`config.mk`:
```
export PLATFORM = sky130hd
export DESIGN_NAME = btn_event_decoder_flat
export DESIGN_NICKNAME = d
export VERILOG_FILES = /design/src/rtl/btn_event_decoder_pkg.sv /design/src/rtl/btn_event_decoder_if.sv /design/src/rtl/btn_event_decoder_gap_timer.sv /design/src/rtl/btn_event_decoder.sv /design/src/flat_wrapper.sv
export SDC_FILE = /design/constraint.sdc
export NUM_CORES = 1
export LEC_CHECK = 0
export CORE_ASPECT_RATIO = 1.1
export CORE_MARGIN = 8
export CORE_UTILIZATION = 50
export DETAILED_ROUTE_END_ITERATION = 6
export PLACE_DENSITY = 0.73
export SYNTH_ARGS = -nofsm -noshare
export SYNTH_HDL_FRONTEND = slang
export SYNTH_SLANG_ARGS = --single-unit
```
`constraint.sdc`:
```
create_clock -name clk -period 5 [get_ports clk]
set_clock_uncertainty 0.05 [all_clocks]
set_input_delay 0.5 -clock clk [delete_from_list [all_inputs] [get_ports clk]]
set_output_delay 0.5 -clock clk [all_outputs]
set_load 0.05 [all_outputs]
```
`src/rtl/btn_event_decoder_pkg.sv`:
```
// Shared definitions for the button event decoder: FSM state encoding,
// step increments and the default release timeout for a 100 MHz clock.
package btn_event_pkg;

    typedef enum logic {
        ST_IDLE = 1'b0,
        ST_HELD = 1'b1
    } state_t;

    localparam logic [3:0] STEP_1 = 4'd1;
    localparam logic [3:0] STEP_4 = 4'd4;
    localparam logic [3:0] STEP_8 = 4'd8;

    // One second of silence at 100 MHz; longer than the debouncer's
    // slowest repeat interval (0.99 s), so a held button never times out.
    localparam int unsigned GAP_TIMEOUT_DEFAULT = 100_000_000;

    // Increment size for a given (post-increment) repeat count.
    function automatic logic [3:0] step_for(
        input int unsigned count,
        input int unsigned fast_after,
        input int unsigned faster_after
    );
        if (count >= faster_after) begin
            return STEP_8;
        end else if (count >= fast_after) begin
            return STEP_4;
        end
        return STEP_1;
    endfunction

endpackage

```
`src/rtl/btn_event_decoder_if.sv`:
```
// Event bus between the decoder (master) and its consumer (slave).
// pulse_in comes from the debouncer; everything else is decoder output.
// The release strobe is named release_stb because 'release' is reserved.
interface btn_event_decoder_if #(
    parameter int unsigned REPEAT_W = 8
);
    logic                pulse_in;
    logic                press;
    logic                repeat_stb;
    logic                release_stb;
    logic                held;
    logic                event_stb;
    logic [REPEAT_W-1:0] repeat_cnt;
    logic [3:0]          step;

    modport master (
        input  pulse_in,
        output press,
        output repeat_stb,
        output release_stb,
        output held,
        output event_stb,
        output repeat_cnt,
        output step
    );

    modport slave (
        output pulse_in,
        input  press,
        input  repeat_stb,
        input  release_stb,
        input  held,
        input  event_stb,
        input  repeat_cnt,
        input  step
    );
endinterface

```
`src/rtl/btn_event_decoder_gap_timer.sv`:
```
// Counts idle cycles between pulses. 'clear' reloads zero, 'enable' counts
// up, and 'expired' flags the terminal count GAP_TIMEOUT-1. The counter
// returns to zero on its own at terminal count so it never wraps.
module gap_timer #(
    parameter int unsigned GAP_TIMEOUT = 16
) (
    input  logic clk,
    input  logic reset,
    input  logic clear,
    input  logic enable,
    output logic expired
);
    localparam int unsigned CNT_W = $clog2(GAP_TIMEOUT);

    logic [CNT_W-1:0] cnt;

    assign expired = (cnt == CNT_W'(GAP_TIMEOUT - 1));

    // Loadable up-counter with self-clear at terminal count.
    always_ff @(posedge clk) begin
        if (!reset) begin
            cnt <= '0;
        end else if (clear) begin
            cnt <= '0;
        end else if (enable) begin
            if (expired) begin
                cnt <= '0;
            end else begin
                cnt <= cnt + CNT_W'(1);
            end
        end
    end

endmodule

```
`src/rtl/btn_event_decoder.sv`:
```
// Turns the debouncer's auto-repeat pulse train back into press / repeat /
// release events with a held level, a saturating repeat count and an
// acceleration step. All outputs are registered, one cycle after pulse_in.
module btn_event_decoder
    import btn_event_pkg::*;
#(
    parameter int unsigned GAP_TIMEOUT  = GAP_TIMEOUT_DEFAULT,
    parameter int unsigned REPEAT_W     = 8,
    parameter int unsigned FAST_AFTER   = 4,
    parameter int unsigned FASTER_AFTER = 16
) (
    input  logic                 clk,
    input  logic                 reset,
    btn_event_decoder_if.master  bus
);
    state_t              state;
    logic                gap_expired;
    logic [REPEAT_W-1:0] cnt;
    logic [REPEAT_W-1:0] cnt_next;
    logic                press_q;
    logic                repeat_q;
    logic                release_q;
    logic                held_q;
    logic                event_q;
    logic [3:0]          step_q;

    // A pulse always restarts the gap; counting only happens while held.
    gap_timer #(
        .GAP_TIMEOUT(GAP_TIMEOUT)
    ) u_gap_timer (
        .clk     (clk),
        .reset   (reset),
        .clear   (bus.pulse_in),
        .enable  (state == ST_HELD),
        .expired (gap_expired)
    );

    // Saturating post-increment repeat count.
    always_comb begin
        cnt_next = cnt;
        if (cnt != '1) begin
            cnt_next = cnt + REPEAT_W'(1);
        end
    end

    // IDLE/HELD FSM with registered strobes, count and step.
    always_ff @(posedge clk) begin
        if (!reset) begin
            state     <= ST_IDLE;
            press_q   <= 1'b0;
            repeat_q  <= 1'b0;
            release_q <= 1'b0;
            held_q    <= 1'b0;
            event_q   <= 1'b0;
            cnt       <= '0;
            step_q    <= '0;
        end else begin
            press_q   <= 1'b0;
            repeat_q  <= 1'b0;
            release_q <= 1'b0;
            event_q   <= 1'b0;
            case (state)
                ST_IDLE: begin
                    if (bus.pulse_in) begin
                        press_q <= 1'b1;
                        event_q <= 1'b1;
                        held_q  <= 1'b1;
                        step_q  <= STEP_1;
                        cnt     <= '0;
                        state   <= ST_HELD;
                    end
                end
                ST_HELD: begin
                    // A pulse on the terminal-count cycle wins over release.
                    if (bus.pulse_in) begin
                        repeat_q <= 1'b1;
                        event_q  <= 1'b1;
                        cnt      <= cnt_next;
                        step_q   <= step_for(32'(cnt_next), FAST_AFTER, FASTER_AFTER);
                    end else if (gap_expired) begin
                        release_q <= 1'b1;
                        held_q    <= 1'b0;
                        cnt       <= '0;
                        state     <= ST_IDLE;
                    end
                end
                default: state <= ST_IDLE;
            endcase
        end
    end

    assign bus.press       = press_q;
    assign bus.repeat_stb  = repeat_q;
    assign bus.release_stb = release_q;
    assign bus.held        = held_q;
    assign bus.event_stb   = event_q;
    assign bus.repeat_cnt  = cnt;
    assign bus.step        = step_q;

endmodule

```
`src/flat_wrapper.sv`:
```
// flat-port wrapper written by rule: the top's interface ports become plain ports
module btn_event_decoder_flat import btn_event_pkg::*;
#(
    parameter int unsigned GAP_TIMEOUT  = GAP_TIMEOUT_DEFAULT,
    parameter int unsigned REPEAT_W     = 8,
    parameter int unsigned FAST_AFTER   = 4,
    parameter int unsigned FASTER_AFTER = 16
)
  (clk, reset, bus_pulse_in, bus_press, bus_repeat_stb, bus_release_stb, bus_held, bus_event_stb, bus_repeat_cnt, bus_step);
  btn_event_decoder_if #(.REPEAT_W(REPEAT_W)) bus_i ();
  input  logic clk;
  input  logic reset;
  input wire logic [$bits(bus_i.pulse_in)-1:0] bus_pulse_in;
  output wire logic [$bits(bus_i.press)-1:0] bus_press;
  output wire logic [$bits(bus_i.repeat_stb)-1:0] bus_repeat_stb;
  output wire logic [$bits(bus_i.release_stb)-1:0] bus_release_stb;
  output wire logic [$bits(bus_i.held)-1:0] bus_held;
  output wire logic [$bits(bus_i.event_stb)-1:0] bus_event_stb;
  output wire logic [$bits(bus_i.repeat_cnt)-1:0] bus_repeat_cnt;
  output wire logic [$bits(bus_i.step)-1:0] bus_step;
  assign bus_i.pulse_in = bus_pulse_in;
  assign bus_press = bus_i.press;
  assign bus_repeat_stb = bus_i.repeat_stb;
  assign bus_release_stb = bus_i.release_stb;
  assign bus_held = bus_i.held;
  assign bus_event_stb = bus_i.event_stb;
  assign bus_repeat_cnt = bus_i.repeat_cnt;
  assign bus_step = bus_i.step;
  btn_event_decoder #(.GAP_TIMEOUT(GAP_TIMEOUT), .REPEAT_W(REPEAT_W), .FAST_AFTER(FAST_AFTER), .FASTER_AFTER(FASTER_AFTER)) u_core (.clk(clk), .reset(reset), .bus(bus_i));
endmodule
```
==> impl_metrics.csv, run 1 <==
group,metric,value,unit
clock_tree,postCtsHoldBufs,0,
setup_path,worst-path-max-fanout,29,
clock_tree,cts.path.max_buffers,2,
setup_path,r2r_cells,5,
global_routing,grt_overflow,0,
floorplan,core_area,0.00399,mm²
clock_tree,cts_tree,"built",
clock_tree,clkSlewWorstSetupHoldPaths,0.09,ns
global_routing,grt_max_degree,30,
placement,dp_hpwl,2960,µm
setup_path,slowest_stage,"or2_2",
power_and_ir_drop,swShare,22.9,%
setup_path,cp_num_cells,5,
routing,drcViolationCount,0,
timing,tns,0,ns
clock_tree,post-cts-setup-buffers,0,
power_and_ir_drop,totalPowerFinal,668,µW
synth,synth_nets,252,
setup_path,crit_path_end_kind,"register",
placement,gp_congestion,0.784,
global_routing,groute.usage.overall,13.4,%
placement,portBuffers,18,
flow_run,drv_cap,0,
timing,setup_viol,0,
power_and_ir_drop,vdd_drop_max,0.157,mV
clock_tree,cts_resized,0,
timing,fin_crit_sh,46.4,%
cells_and_area,seqCellArea,881,µm²
routing,drtIter0Drc,105,
setup_path,path_cells,"nor4b_1, nand4_1, nor4_4, or2_2, o32ai_1",
floorplan,die_h,83.9,µm
floorplan,die-area,0.00652,mm²
synth,avgSynthCellArea,8.47,µm²
synth,ys_seq_elements,44,
timing,rsz0062_at_grt,"false",
routing,routed_wl,4200,µm
cells_and_area,nFillCells,350,
setup_path,crit_path_max_incr_delay,0.53,ns
outcome,outcome,"complete, no violations",
cells_and_area,final_cell_area,0.00238,mm²
power_and_ir_drop,switching_power,153,µW
clock_tree,clock_sinks,44,
timing,fmax,431,MHz
routing,viasPerCell,5.46,
routing,drt_first_pass_iters,4,
clock_tree,cts_buffers,5,
timing,relSlewSlack,36.1,%
timing,tightest_slew,0.949,ns
global_routing,grt_pass1_vias,1604,
setup_path,r2r_slack,2.68,ns
placement,dpl_cell_area,0.00226,mm²
floorplan,initial_utilization,52.4,%
cells_and_area,final_cell_mix,"dfxtp_1, nor2_1, nand3_1, xor2_1, nand2_1",
synth,yosysUniqueCellTypes,45,
cells_and_area,area_delta_synth_final,13.7,%
power_and_ir_drop,cellLeakagePower,0.817,nW
cells_and_area,num_antenna_cells,0,
floorplan,die_w,77.7,µm
cells_and_area,multiInputGateArea,0.00112,mm²
clock_tree,cts_max_level,2,
routing,wl_per_cell,13.4,µm
global_routing,grt_pass1_wl,7320,µm
synth,yosys_most_used_dff,"dfxtp_1",
synth,async_reset_ff_share,0,%
synth,yosysWarnings,0,
cells_and_area,num-nets-final,264,
power_and_ir_drop,power_frac_comb,5.2,%
timing,drv_slew,0,
power_and_ir_drop,p_int,515,µW
floorplan,ios,20,
power_and_ir_drop,p_clk_share,41.2,%
setup_path,cp.arrival,2.43,ns
setup_path,crit_family,"simple AND/OR/NAND/NOR gates",
timing,hold_viol_final,0,
global_routing,antenna_found_initial,0,
synth,syn_area,0.00209,mm²
setup_path,path_class,"reg2reg",
synth,synth-edff-count,0,
floorplan,std_cell_rows,24,
synth,syn_inst,247,
timing,whs,0.429,ns
timing,fin_crit,2.32,ns
setup_path,crit_required,5.11,ns
routing,drtAntennaViolNets,0,
cells_and_area,drive_gt1_share,5.77,%
synth,ys_seq_area_share,42.1,%
setup_path,startpoint_type,"register",
clock_tree,insertion_delay,0.30,ns
worst_hold_path,holdPathStages,2,
clock_tree,cts_root_buf,"clkbuf_8",
power_and_ir_drop,seqPwrFrac,53.6,%
setup_path,critPathBufInv,0,
cells_and_area,final_common_cell,"dfxtp_1",
routing,num_vias,1703,
power_and_ir_drop,power.density,281,mW/mm²
worst_hold_path,hp-class,"reg2reg",
==> worst min-delay path: stages, from the launching register on <==
cell	delay, ns
dfxtp_1	0.32
inv_1	0.04
o21ai_0	0.07
==> Yosys cell counts (2+ instances only) <==
cell type,instances,area (µm²)
xor2_1,21,184
and4_1,2,17.5
o22ai_1,3,18.8
nand2_1,19,71.3
or3_1,3,18.8
nor4_1,2,12.5
and3_1,6,37.5
nand4_1,12,75.1
dfxtp_1,44,881
o31ai_1,2,15.0
nand2b_1,3,18.8
inv_1,5,18.8
xnor2_1,2,17.5
nor4_4,2,42.5
o211ai_1,2,15.0
a21oi_1,10,50.1
and2_1,5,31.3
nand3_1,23,115
clkbuf_1,8,30.0
ha_1,2,25.0
nor2_1,33,124
nor2b_1,4,25.0
o21ai_0,7,35.0
a31oi_1,3,18.8
nor3_1,4,20.0
==> final timing paths <==
check,end,from
worst max-delay path,u_core.bus.repeat_cnt[3],u_core.u_gap_timer.cnt[13]
worst min-delay path,u_core.bus.step[2],u_core.bus.step[2]
worst max register to register,u_core.bus.repeat_cnt[3],u_core.u_gap_timer.cnt[13]
worst min register to register,u_core.bus.step[2],u_core.bus.step[2]
==> power by group through the flow <==
stage,clock network [mW],registers (mW),logic [mW]
global placement,0,0.366,0.0347
floorplan,0,0.374,0.0185
finish,0.275,0.358,0.0344
CTS,0.284,0.358,0.0348
global route,0.296,0.359,0.0372
detailed placement,0,0.367,0.0346
==> stage by stage <==
step / std cells / setup WS (ns) / utilization (%)
after global routing: 312 / 2.49 / 59.6
after detailed placement: 304 / 2.65 / 56.7
after floorplan: 247 / 2.83 / -
after global placement: 304 / 2.64 / 56.7
final: 312 / 2.68 / 59.6
after CTS: 312 / 2.64 / 59.6
==> layer usage <==
metal	GRT usage [%]	wire, µm	vias to the layer above
met5	0	0	-
met4	6.01	74	0
met3	3.34	154	10
met2	22.2	1980	38
met1	15.7	1980	767
li1	-	-	888
==> logic make-up (layout without fill, tap and decap cells) <==
logic type / Yosys count / count (layout) / synth area share, %
and+or+nand+nor: 125 / 125 / 31.9
DFF: 44 / 44 / 42.1
AOI/OAI and AO/OA: 33 / 33 / 10.2
xor gates and xnor gates: 23 / 23 / 9.62
buffers and inverters: 18 / 31 / 4.42
adders and majority gates: 2 / 2 / 1.20
other: 1 / 1 / 0.179
muxes: 1 / 1 / 0.478
==> sequential cells by signal, indices dropped and copies added (netlist names) <==
signal                  flops
u_core.bus.event_stb        1
u_core.bus.held             1
u_core.bus.press            1
u_core.bus.release_stb      1
u_core.bus.repeat_cnt       8
u_core.bus.repeat_stb       1
u_core.bus.step             3
u_core.state                1
u_core.u_gap_timer.cnt     27
==> cell type report <==
class / instances / share of cell area [%]
Clock buffer: 5 / 2.89
Clock inverter: 3 / 2.00
Inverter: 5 / 0.788
Multi-Input combinational cell: 185 / 47.0
Sequential cell: 44 / 37.0
Tap cell: 52 / 2.73
Timing Repair Buffer: 18 / 7.57
Note: power is estimated with default switching activity, not from simulation.
==> run 2: changes to the inputs <==
==> constraint.sdc (replaced) <==
create_clock -name clk -period 2.3 [get_ports clk]
set_clock_uncertainty 0.05 [all_clocks]
set_input_delay 0.23 -clock clk [delete_from_list [all_inputs] [get_ports clk]]
set_output_delay 0.23 -clock clk [all_outputs]
set_load 0.05 [all_outputs]
==> impl_metrics.csv, run 2 (synthesis gave the netlist of run 1 again) <==
group,metric,value,unit
outcome,outcome,"complete, no violations",
floorplan,die_w,77.7,µm
routing,wl_per_cell,13.6,µm
floorplan,initial_utilization,52.4,%
clock_tree,cts_buffers,5,
placement,dp_hpwl,3130,µm
placement,portBuffers,18,
clock_tree,postCtsHoldBufs,0,
timing,setup_viol,0,
clock_tree,clock_sinks,44,
setup_path,r2r-end,"u_core.bus.step[0]",
clock_tree,cts_resized,0,
setup_path,worst-path-max-fanout,9,
floorplan,die_h,83.9,µm
setup_path,crit_path_max_incr_delay,0.50,ns
routing,drtAntennaViolNets,0,
floorplan,ios,20,
cells_and_area,drive_gt1_share,8.24,%
routing,drt_first_pass_iters,5,
cells_and_area,regMostFlops,"u_core.u_gap_timer.cnt",
timing,fin_crit,2.03,ns
cells_and_area,final_common_cell,"dfxtp_1",
setup_path,path_cells,"ha_1, and3_1, nand3_1, a2111oi_4, nor2b_1, o221a_2",
cells_and_area,final_cell_mix,"dfxtp_1, nor2_1, nand3_1, xor2_1, nand2_1",
setup_path,r2r_slack,0.27,ns
timing,fin_crit_sh,88.2,%
timing,relSlewSlack,65.0,%
timing,fmax,493,MHz
routing,drcViolationCount,0,
routing,routed_wl,4340,µm
floorplan,core_area,0.00399,mm²
setup_path,cp.arrival,2.22,ns
power_and_ir_drop,power.density,610,mW/mm²
clock_tree,insertion_delay,0.30,ns
flow_run,drv_cap,0,
setup_path,crit_required,2.50,ns
timing,tns,0,ns
clock_tree,cts_max_level,2,
global_routing,grt_max_degree,14,
global_routing,groute.usage.overall,13.8,%
global_routing,grt_pass1_wl,7430,µm
power_and_ir_drop,vdd_drop_max,0.316,mV
cells_and_area,num-nets-final,271,
global_routing,antenna_found_initial,0,
routing,num_vias,1761,
power_and_ir_drop,cellLeakagePower,0.862,nW
routing,drtIter0Drc,151,
cells_and_area,num_antenna_cells,0,
timing,rsz0062_at_grt,"false",
placement,gp_congestion,0.802,
setup_path,crit_path_end_kind,"register",
clock_tree,post-cts-setup-buffers,0,
global_routing,grt_overflow,0,
routing,viasPerCell,5.52,
clock_tree,cts_tree,"built",
floorplan,std_cell_rows,24,
cells_and_area,instances_no_fill,319,
placement,dpl.cell_count,311,
timing,hold_viol_final,0,
setup_path,startpoint_type,"register",
setup_path,r2r-start,"u_core.bus.repeat_cnt[0]",
worst_hold_path,hp-class,"reg2reg",
setup_path,r2r_cells,6,
timing,drv_slew,0,
cells_and_area,largest_reg_flops,27,
clock_tree,cts.path.max_buffers,2,
floorplan,die-area,0.00652,mm²
setup_path,cp-startpoint,"u_core.bus.repeat_cnt[0]",
timing,tightest_slew,0.524,ns
clock_tree,clkSlewWorstSetupHoldPaths,0.08,ns
clock_tree,cts_root_buf,"clkbuf_8",
cells_and_area,nFillCells,355,
global_routing,grt_pass1_vias,1583,
setup_path,slowest_stage,"dfxtp_1",
setup_path,path_class,"reg2reg",
setup_path,endpoint,"u_core.bus.step[0]",
cells_and_area,area_delta_synth_final,17.3,%
## run 2: where the power goes
| part | switching, mW | internal, mW | total (mW) | leakage (nW) |
|---|---|---|---|---|
| logic | 0.0559 | 0.0286 | 0.0845 | 0.442 |
| registers | 0.00585 | 0.769 | 0.775 | 0.356 |
| clock network | 0.256 | 0.383 | 0.639 | 0.0645 |
| total | 0.318 | 1.18 | 1.50 | 0.862 |
## run 2: through the flow
step	power (mW)	instance area, µm²	utilization (%)	hold slack (ns)	setup WS [ns]
3_3_place_gp	0.877	2320	58.0	0.415	0.254
2_1_floorplan	0.854	2090	-	0.316	0.129
6_report	1.50	2460	61.5	0.424	0.272
3_5_place_dp	0.878	2320	58.0	0.410	0.249
5_1_grt	1.56	2460	61.5	0.462	0.0690
4_1_cts	1.52	2440	61.2	0.432	0.226
## run 2: critical path: cells and delay by family (launching register included)
family | cells | cell delay (ns)
flip-flops | 1 | 0.50
AND/OR/NAND/NOR | 3 | 0.55
adder cells (fa/ha/maj) | 1 | 0.31
AO/OA/AOI/OAI | 2 | 0.57
## run 2: worst min-delay path by stage
stage	startpoint	endpoint	slack (ns)	depth (start not counted)
floorplan	bus_pulse_in	u_core.bus.event_stb	0.32	1
global placement	u_core.bus.step[2]	u_core.bus.step[2]	0.42	2
detailed placement	u_core.bus.step[2]	u_core.bus.step[2]	0.41	2
CTS	u_core.bus.step[2]	u_core.bus.step[2]	0.43	2
global route	u_core.u_gap_timer.cnt[26]	u_core.u_gap_timer.cnt[26]	0.46	2
finish	u_core.bus.step[2]	u_core.bus.step[2]	0.42	2
## run 2: final cells by class
cell class              count  area (µm²)  area share [%]
well taps                  52        65.1            2.65
clock buffers               7        96.3            3.92
repair buffers             25         233            9.48
flip-flops and latches     44         881            35.9
clock inverters             1        30.0            1.22
inverters                   5        18.8           0.764
multi-input cells         185        1130            46.1
## run 2: routing by layer
layer / routed length (µm) / up-vias / part of all wire (%) / global-route usage, %
li1: - / 897 / - / -
met1: 1980 / 815 / 46 / 16.4
met2: 2100 / 39 / 48 / 22.2
met3: 169 / 10 / 3.9 / 3.99
met4: 89 / 0 / 2.1 / 6.19
met5: 0 / - / 0 / 0
==> run 3: changes to the inputs <==
--- a/config.mk
+++ b/config.mk
@@ -10,6 +10,7 @@
 export CORE_UTILIZATION = 50
 export DETAILED_ROUTE_END_ITERATION = 6
 export PLACE_DENSITY = 0.73
+export SLEW_MARGIN = 20
 export SYNTH_ARGS = -nofsm -noshare
 export SYNTH_HDL_FRONTEND = slang
 export SYNTH_SLANG_ARGS = --single-unit
==> results of run 3 <==
Same layout as run 2: the final DEF is identical, and so are final timing and power.
